===== src/rtl/pl_pkg.sv =====
// Shared definitions for the 5-stage RV32I pipeline controller:
// opcodes, the bubble instruction, FSM states and write-back select codes.
package pl_pkg;

    localparam logic [6:0] OP_LOAD   = 7'b0000011;
    localparam logic [6:0] OP_STORE  = 7'b0100011;
    localparam logic [6:0] OP_BRANCH = 7'b1100011;
    localparam logic [6:0] OP_RTYPE  = 7'b0110011;
    localparam logic [6:0] OP_LUI    = 7'b0110111;
    localparam logic [6:0] OP_AUIPC  = 7'b0010111;
    localparam logic [6:0] OP_JAL    = 7'b1101111;
    localparam logic [6:0] OP_JALR   = 7'b1100111;

    // addi x0,x0,0
    localparam logic [31:0] NOP_INST = 32'h00000013;

    typedef enum logic [1:0] {
        FILL     = 2'd0,
        RUN      = 2'd1,
        LU_STALL = 2'd2
    } state_t;

    localparam logic [1:0] WB_DMEM = 2'd0;
    localparam logic [1:0] WB_ALU  = 2'd1;
    localparam logic [1:0] WB_PC4  = 2'd2;

endpackage


===== src/rtl/pl_hz_detect.sv =====
// Combinational load-use detector: a valid load in X whose destination
// is a source register actually read by the instruction sitting in D.
module pl_hz_detect
    import pl_pkg::*;
(
    input  logic [31:0] inst_d,
    input  logic [31:0] inst_x,
    input  logic        v_x,
    output logic        lu_hit
);

    logic [6:0] op_d;
    logic [6:0] op_x;
    logic [4:0] rd_x;
    logic [4:0] rs1_d;
    logic [4:0] rs2_d;
    logic       use_rs1;
    logic       use_rs2;
    logic       unused_bits;

    assign op_d  = inst_d[6:0];
    assign op_x  = inst_x[6:0];
    assign rd_x  = inst_x[11:7];
    assign rs1_d = inst_d[19:15];
    assign rs2_d = inst_d[24:20];

    // Fields that never take part in the comparison
    assign unused_bits = ^{inst_d[31:25], inst_d[14:7], inst_x[31:12]};

    // Which source operands the D instruction really reads
    always_comb begin
        use_rs1 = 1'b1;
        use_rs2 = 1'b0;
        case (op_d)
            OP_LUI, OP_AUIPC, OP_JAL:     use_rs1 = 1'b0;
            default:                      use_rs1 = 1'b1;
        endcase
        case (op_d)
            OP_RTYPE, OP_STORE, OP_BRANCH: use_rs2 = 1'b1;
            default:                       use_rs2 = 1'b0;
        endcase
    end

    // x0 is never a real dependency, so a load to x0 cannot stall
    always_comb begin
        lu_hit = 1'b0;
        if ((op_x == OP_LOAD) && (rd_x != 5'd0) && v_x) begin
            lu_hit = ((rd_x == rs1_d) && use_rs1) ||
                     ((rd_x == rs2_d) && use_rs2);
        end
    end

endmodule


===== src/rtl/pl_hazard_sequencer.sv =====
// Pipeline controller for the F/D/X/M/W RV32I datapath: load-use stall,
// branch/jump flush, X->M->W control staging and bring-up event counters.
module pl_hazard_sequencer
    import pl_pkg::*;
#(
    parameter int          CNT_W    = 16,
    parameter logic [31:0] NOP_INST = pl_pkg::NOP_INST
) (
    input  logic             clk,
    input  logic             rst,
    input  logic [31:0]      inst_d,
    input  logic [31:0]      inst_x,
    input  logic             br_taken,
    input  logic             x_regwen,
    input  logic [1:0]       x_wbsel,
    input  logic             x_memrw,
    output logic             pc_en,
    output logic             instd_en,
    output logic             instd_flush,
    output logic             instx_bubble,
    output logic             m_regwen,
    output logic             m_memrw,
    output logic [1:0]       m_wbsel,
    output logic             w_regwen,
    output logic [1:0]       w_wbsel,
    output logic [CNT_W-1:0] stall_cnt,
    output logic [CNT_W-1:0] flush_cnt
);

    state_t state;
    state_t state_next;

    logic v_x;
    logic v_m;
    logic v_w;
    logic bubble_prev;
    logic lu_hit;
    logic x_is_bubble;
    logic flush;
    logic lu_act;

    pl_hz_detect u_hz_detect (
        .inst_d (inst_d),
        .inst_x (inst_x),
        .v_x    (v_x),
        .lu_hit (lu_hit)
    );

    // The injected bubble never counts as a load, even if NOP_INST is
    // overridden with a pattern that happens to decode as one.
    assign x_is_bubble = (inst_x == NOP_INST);

    // Register enables, flush/bubble requests and FSM next state
    always_comb begin
        flush        = 1'b0;
        lu_act       = 1'b0;
        pc_en        = 1'b0;
        instd_en     = 1'b0;
        instd_flush  = 1'b0;
        instx_bubble = 1'b0;
        state_next   = state;
        if (!rst) begin
            // A redirect out of X wins over a load-use in the same cycle
            flush        = br_taken & v_x;
            lu_act       = lu_hit & ~x_is_bubble & ~flush & (state != LU_STALL);
            pc_en        = ~lu_act;
            instd_en     = ~lu_act;
            instd_flush  = flush;
            instx_bubble = flush | lu_act;
            case (state)
                FILL: begin
                    if (lu_act) begin
                        state_next = LU_STALL;
                    end else if (v_m) begin
                        // v_w turns on at this edge: the pipe is full
                        state_next = RUN;
                    end
                end
                RUN: begin
                    if (lu_act) begin
                        state_next = LU_STALL;
                    end
                end
                LU_STALL: state_next = RUN;
                default:  state_next = FILL;
            endcase
        end
    end

    // FSM state register
    always_ff @(posedge clk) begin
        if (rst) begin
            state <= FILL;
        end else begin
            state <= state_next;
        end
    end

    // Stage-valid bits; a bubble or flush carries v=0 down the pipe
    always_ff @(posedge clk) begin
        if (rst) begin
            v_x         <= 1'b0;
            v_m         <= 1'b0;
            v_w         <= 1'b0;
            bubble_prev <= 1'b0;
        end else begin
            if (instx_bubble) begin
                v_x <= 1'b0;
            end else if (instd_en) begin
                v_x <= ~instd_flush;
            end
            v_m         <= v_x & ~bubble_prev;
            v_w         <= v_m;
            bubble_prev <= instx_bubble;
        end
    end

    // X -> M -> W control staging, gated by the X valid bit
    always_ff @(posedge clk) begin
        if (rst) begin
            m_regwen <= 1'b0;
            m_memrw  <= 1'b0;
            m_wbsel  <= 2'd0;
            w_regwen <= 1'b0;
            w_wbsel  <= 2'd0;
        end else begin
            m_regwen <= x_regwen & v_x;
            m_memrw  <= x_memrw & v_x;
            m_wbsel  <= x_wbsel & {2{v_x}};
            w_regwen <= m_regwen;
            w_wbsel  <= m_wbsel;
        end
    end

    // Saturating stall/flush event counters, cleared only by reset
    always_ff @(posedge clk) begin
        if (rst) begin
            stall_cnt <= '0;
            flush_cnt <= '0;
        end else begin
            if (lu_act && (stall_cnt != '1)) begin
                stall_cnt <= stall_cnt + 1'b1;
            end
            if (flush && (flush_cnt != '1)) begin
                flush_cnt <= flush_cnt + 1'b1;
            end
        end
    end

endmodule


===== config.mk =====
export PLATFORM = sky130hd
export DESIGN_NAME = pl_hazard_sequencer
export DESIGN_NICKNAME = d
export VERILOG_FILES = /design/src/rtl/pl_pkg.sv /design/src/rtl/pl_hz_detect.sv /design/src/rtl/pl_hazard_sequencer.sv
export SDC_FILE = /design/constraint.sdc
export NUM_CORES = 1
export LEC_CHECK = 0
export CAP_MARGIN = 10
export CORE_UTILIZATION = 42
export DETAILED_ROUTE_END_ITERATION = 7
export GPL_TIMING_DRIVEN = 1
export PLACE_DENSITY = 0.85
export SYNTH_ARGS = -nofsm -noshare
export SYNTH_HDL_FRONTEND = slang
export SYNTH_SLANG_ARGS = --single-unit

===== constraint.sdc =====
create_clock -name clk -period 8.15 [get_ports clk]
set_clock_uncertainty 0.15 [all_clocks]
set_input_delay 2.0375 -clock clk [delete_from_list [all_inputs] [get_ports clk]]
set_output_delay 2.0375 -clock clk [all_outputs]
set_load 0.1 [all_outputs]

==> flow_summary.toml, run 1 <==
[floorplanning]
num_rows = 25
fp.dieArea_um2 = 5340
initial_core_util_pct = 44.3
ios = 114
fp.coreArea_um2 = 4790
dieWidth_um = 73.1
die_h_um = 73.1

[logic_synthesis]
synth_seq_cells = 44
synth_top_area_cell = "dfxtp_1"
async_reset_ff_share_pct = 0
synth_ff_type = "dfxtp_1"
syn-num-nets = 327
yosysWarnings = 0
synthCells = 254
avgSynthCellArea_um2 = 8.35
synth-edff-count = 0
syn_area_um2 = 2120
synth_area_leaders = "dfxtp_1 42%, xnor2_1 7.4%, nor2_1 5.7%"
netlist.area_leader.share_pct = 41.5
ys_seq_area_share_pct = 41.5
ys_types = 38

[final_layout]
fin_area_um2 = 3040
final_common_cell = "clkdlybuf4s50_1"
syn_to_final_growth_pct = 43.3
diodes = 0
drive_gt1_share_pct = 5.11
layout_common_cells = "74 x clkdlybuf4s50_1, 44 x dfxtp_1, 32 x nor2_1, 18 x xnor2_1, 17 x a21oi_1"
nets = 405

[worst_setup_path]
crit_fanout = 3
r2r_setup_slack_ns = 5.77
cp_slowest_cell = "or4_1"
crit_type = "in -> out"
crit_arrival_ns = 4.25
reg2reg_from = "stall_cnt[0]$_SDFFE_PP0P_"
critical_path_depth = 7
cp_top_family = "buffers and inverters"
critical_path_required_ns = 5.96
r2r-end = "stall_cnt[9]$_SDFFE_PP0P_"
start_kind = "input pin"
worst-path-buf-inv = 2
crit_path_end_kind = "output pin"
crit_path_max_incr_delay_ns = 0.56
crit_chain = "clkdlybuf4s50_1, or4_1, nor2_2, nor3_1, a32o_1, a21oi_1, buf_4"
r2r_cells = 8

[power_and_ir_drop]
p_leak_nw = 0.987
power.total_w = 0.000414
powerDensity_nw_per_um2 = 136
ir_worst_vdd_mv = 0.0840

[clock_tree]
clk_pin_slew_ns = 0.07
htreeDepth = 2
cts_tree = "built"
cts_sinks = 44
ctsResizeCount = 0
cts_root_buf = "clkbuf_8"
cts_setup_buffers = 0
clock_latency_ns = 0.29
hold_buffers = 0
numCtsBuffers = 5
clk_path_buf_depth = 2

[sta]
grt_setup_unrepaired = "false"
hold_viol = 0
maxSlewHeadroom_pct = 34.4
setup_viol = 0
worstMarginPinSlew_ns = 0.981
fmax_mhz = 155
report.final.slew_viol_count = 0
period_minus_slack_ns = 6.44
finalSetupTns_ns = 0
timing.final.crit_share_pct = 79.0

[grt]
track_usage_pct = 19.4
grt_overflow_total = 0
grt_pass1_wl_um = 8250
grt_pass1_vias = 1949
grt_max_degree = 35
antenna_found_initial = 0

[worst_hold_path]
hold_depth = 1
min-delay-start = "bubble_prev$_SDFF_PP0_"
min_to = "v_m$_SDFF_PP0_"
hold_class = "reg -> reg"

[route]
drt_iter0_drc = 100
drt_wl_total_um = 4750
vias_per_cell = 5.18
postRouteAntennaNets = 0
drc = 0
routedWlPerCell_um = 11.9
first_pass_iters = 4
vias = 2070

[place]
io_buffers = 78
hpwl_um = 3630
routabilityCongestion = 0.792
placed_area_um2 = 2950

[run]
max-cap-violations = 0

[status]
status = "completed"
## metal layers
metal	vias to the layer above	GRT usage (%)	wire [µm]
met5	-	0	0
met4	0	7.41	65
met3	9	3.73	225
met2	58	34.2	2320
met1	953	23.1	2140
li1	1050	-	-
## cell usage after synthesis (2+ instances only)
cell type / number
inv_1: 5
dfxtp_1: 44
buf_2: 3
nand3_1: 15
nand4_1: 8
nand2_1: 15
nor2_1: 32
and3_1: 5
and4_1: 2
or3_1: 13
xor2_1: 6
nand2b_1: 5
o31ai_1: 3
or4_1: 5
o2111ai_1: 2
and2_1: 6
ha_1: 2
nor2b_1: 6
o21ai_0: 14
a21oi_1: 17
nor3_1: 6
nor4_2: 3
xnor2_1: 18
clkbuf_1: 5
## how the worst max path moves through the flow
stage | start | endpoint | slack (ns)
floorplan | inst_x[7] | pc_en | 0.85
global placement | inst_x[5] | instx_bubble | 1.78
detailed placement | inst_x[5] | instx_bubble | 1.75
CTS | inst_x[5] | instx_bubble | 1.74
global route | inst_x[5] | instx_bubble | 1.56
finish | inst_x[7] | pc_en | 1.71
## final cells by class
type	instances	area [µm²]
fill	425	1750
inverter	5	18.8
tap	67	83.8
multi-input combinational	196	1180
clock buffer	8	90.1
timing repair buffer	80	786
sequential	44	881
## cells by family (layout without fill, tap and decap cells)
kind of cell	after synthesis	after routing	synth area share (%)
flops	44	44	41.5
xor+xnor	24	24	9.91
simple gates	127	127	32.7
compound gates	42	42	11.3
fa+ha+maj	2	2	1.18
mux	1	1	0.531
buf+inv	14	93	2.83
## per-stage QoR
stage | utilization (%) | std cells | hold slack, ns | worst slack [ns]
finish | 63.5 | 400 | 0.244 | 1.71
global route | 63.5 | 400 | 0.261 | 1.56
CTS | 63.5 | 400 | 0.244 | 1.74
detailed placement | 61.6 | 392 | 0.233 | 1.75
global placement | 61.6 | 392 | 0.220 | 1.78
floorplan | - | 254 | 0.218 | 0.851
## power breakdown
group / switching [W] / internal (W) / total, W
registers: 0.00000161 / 0.000218 / 0.000219
clock network: 0.0000680 / 0.0000691 / 0.000137
logic: 0.0000320 / 0.0000259 / 0.0000579
total: 0.000102 / 0.000313 / 0.000414
## state kept, by name (all words and copies together) (netlist names)
name / cells
stall_cnt: 16
v_x: 1
m_memrw: 1
flush_cnt: 16
m_regwen: 1
w_wbsel: 2
w_regwen: 1
state: 2
m_wbsel: 2
v_m: 1
bubble_prev: 1
No activity file was read; power rests on OpenSTA's default activity.
==> run 2, diff against run 1 <==
--- a/config.mk
+++ b/config.mk
@@ -6,10 +6,10 @@
 export NUM_CORES = 1
 export LEC_CHECK = 0
 export CAP_MARGIN = 10
-export CORE_UTILIZATION = 42
+export CORE_UTILIZATION = 35
 export DETAILED_ROUTE_END_ITERATION = 7
 export GPL_TIMING_DRIVEN = 1
-export PLACE_DENSITY = 0.85
+export PLACE_DENSITY = 0.76
 export SYNTH_ARGS = -nofsm -noshare
 export SYNTH_HDL_FRONTEND = slang
 export SYNTH_SLANG_ARGS = --single-unit
==> constraint.sdc (replaced) <==
create_clock -name clk -period 5.7 [get_ports clk]
set_clock_uncertainty 0.15 [all_clocks]
set_input_delay 1.425 -clock clk [delete_from_list [all_inputs] [get_ports clk]]
set_output_delay 1.425 -clock clk [all_outputs]
set_load 0.1 [all_outputs]
==> run 2 against run 1 <==
Compared with the run above:
- register-to-register slack got worse by 2.5 ns
- sequential power increased by 43%
- non-clock buffer count did not move
- flip-flop and latch count stayed put
- via count is 0.39% higher
- final cell count is 0.75% higher
- die area grew 19%
- hold slack lost 0.011 ns
- worst setup slack lost 1.2 ns
- core utilization decreased by 8.7 points
- first-iteration DRC count decreased by 56%
- total power grew 50%
- critical path type unchanged
==> flow_summary.toml, run 2 (synthesis gave the netlist of run 1 again) <==
[clock_tree]
cts_sinks = 44
cts_root_buf = "clkbuf_8"
clk_pin_slew_ns = 0.07
ctsResizeCount = 0
clk_path_buf_depth = 2
hold_buffers = 0
cts_tree = "built"
htreeDepth = 2
numCtsBuffers = 5
cts_setup_buffers = 0
clock_latency_ns = 0.29

[floorplanning]
initial_core_util_pct = 37.4
fp.dieArea_um2 = 6370
dieWidth_um = 79.8
die_h_um = 79.8
num_rows = 27
ios = 114
fp.coreArea_um2 = 5680

[final_layout]
layout_common_cells = "74 x clkdlybuf4s50_1, 44 x dfxtp_1, 32 x nor2_1, 18 x xnor2_1, 16 x a21oi_1"
drive_gt1_share_pct = 5.44
stdcell_count = 403
diodes = 0
final_util_pct = 54.8
nets = 405
final_common_cell = "clkdlybuf4s50_1"
syn_to_final_growth_pct = 46.5
reg_top3 = "flush_cnt: 16 flops, stall_cnt: 16 flops"

[sta]
maxSlewHeadroom_pct = 34.4
setup_viol = 0
report.final.slew_viol_count = 0
grt_setup_unrepaired = "false"
hold_viol = 0
fmax_mhz = 194
period_minus_slack_ns = 5.15
fin_hold_ws_ns = 0.233
finalSetupTns_ns = 0
timing.final.crit_share_pct = 90.3
worstMarginPinSlew_ns = 0.981

[worst_setup_path]
crit_chain = "clkdlybuf4s50_1, nor4_2, or4b_1, nor3_1, a32o_1, a22oi_1, nor2_1, buf_12"
crit_path_end_kind = "output pin"
crit_type = "in -> out"
crit_fanout = 5
crit_arrival_ns = 3.57
critical_path_required_ns = 4.12
start_kind = "input pin"
crit_path_max_incr_delay_ns = 0.50
cp_slowest_cell = "clkdlybuf4s50_1"

[route]
vias = 2078
routedWlPerCell_um = 12.2
vias_per_cell = 5.16
drt_wl_total_um = 4920
drt_iter0_drc = 44
first_pass_iters = 4
drc = 0
postRouteAntennaNets = 0

[grt]
grt_util_met3_pct = 4.34
grt_pass1_wl_um = 8340
track_usage_pct = 16.3
grt_use_met2_pct = 27.8
antenna_found_initial = 0
grt_overflow_total = 0
globalRouteMet1Util_pct = 20.0
busiest_layer = "met2"
grt_max_degree = 33
grt_pass1_vias = 1904

[status]
status = "completed"

[place]
hpwl_um = 3730
io_buffers = 78
dp_cells = 397
routabilityCongestion = 0.760

[power_and_ir_drop]
ir_worst_vdd_mv = 0.102
p_leak_nw = 1.01
power.total_w = 0.000623
powerDensity_nw_per_um2 = 201

[worst_hold_path]
hold_class = "reg -> reg"

[run]
max-cap-violations = 0
run 2: where the power goes:
part           switching, W  internal (W)
Clock             0.0000965      0.000126
Combinational     0.0000472     0.0000403
Sequential       0.00000238      0.000311
Total              0.000146      0.000477
run 2: final cells by class:
class                   instances  area [µm²]
clock buffers                   5        68.8
multi-input cells             196        1180
inverters                       5        18.8
well taps                      72        90.1
fillers                       525        2570
repair buffers                 80         836
flip-flops and latches         44         881
clock inverters                 1        30.0
run 2: critical path, delay by kind of cell:
kind	cells	cell delay, ns
AO/OA/AOI/OAI	2	0.35
AND/OR/NAND/NOR	4	1.08
buffers and inverters	2	0.71
run 2: per-stage QoR:
step,worst slack [ns],instance area (µm²)
after floorplan,0.213,2120
after global placement,0.527,3010
after detailed placement,0.519,3010
after CTS,0.515,3110
after global routing,0.317,3110
final,0.554,3110
run 2: metal layers:
metal,vias up,part of all wire [%]
met5,-,0
met4,0,0.77
met3,5,5.5
met2,52,47
met1,967,47
li1,1054,-
run 2: final timing paths:
path | depth (start not counted) | slack, ns | end | start
setup / recovery | 8 | 0.55 | instx_bubble | br_taken
hold / removal | 1 | 0.23 | v_m$_SDFF_PP0_ | bubble_prev$_SDFF_PP0_
setup reg to reg | 8 | 3.31 | stall_cnt[13]$_SDFFE_PP0P_ | stall_cnt[0]$_SDFFE_PP0P_
hold reg to reg | 1 | 0.23 | v_m$_SDFF_PP0_ | bubble_prev$_SDFF_PP0_
==> run 3, diff against run 2 <==
--- a/config.mk
+++ b/config.mk
@@ -10,6 +10,7 @@
 export DETAILED_ROUTE_END_ITERATION = 7
 export GPL_TIMING_DRIVEN = 1
 export PLACE_DENSITY = 0.76
+export SLEW_MARGIN = 10
 export SYNTH_ARGS = -nofsm -noshare
 export SYNTH_HDL_FRONTEND = slang
 export SYNTH_SLANG_ARGS = --single-unit
==> results of run 3 <==
The final DEF is identical to that of run 2; final timing and power are the same.
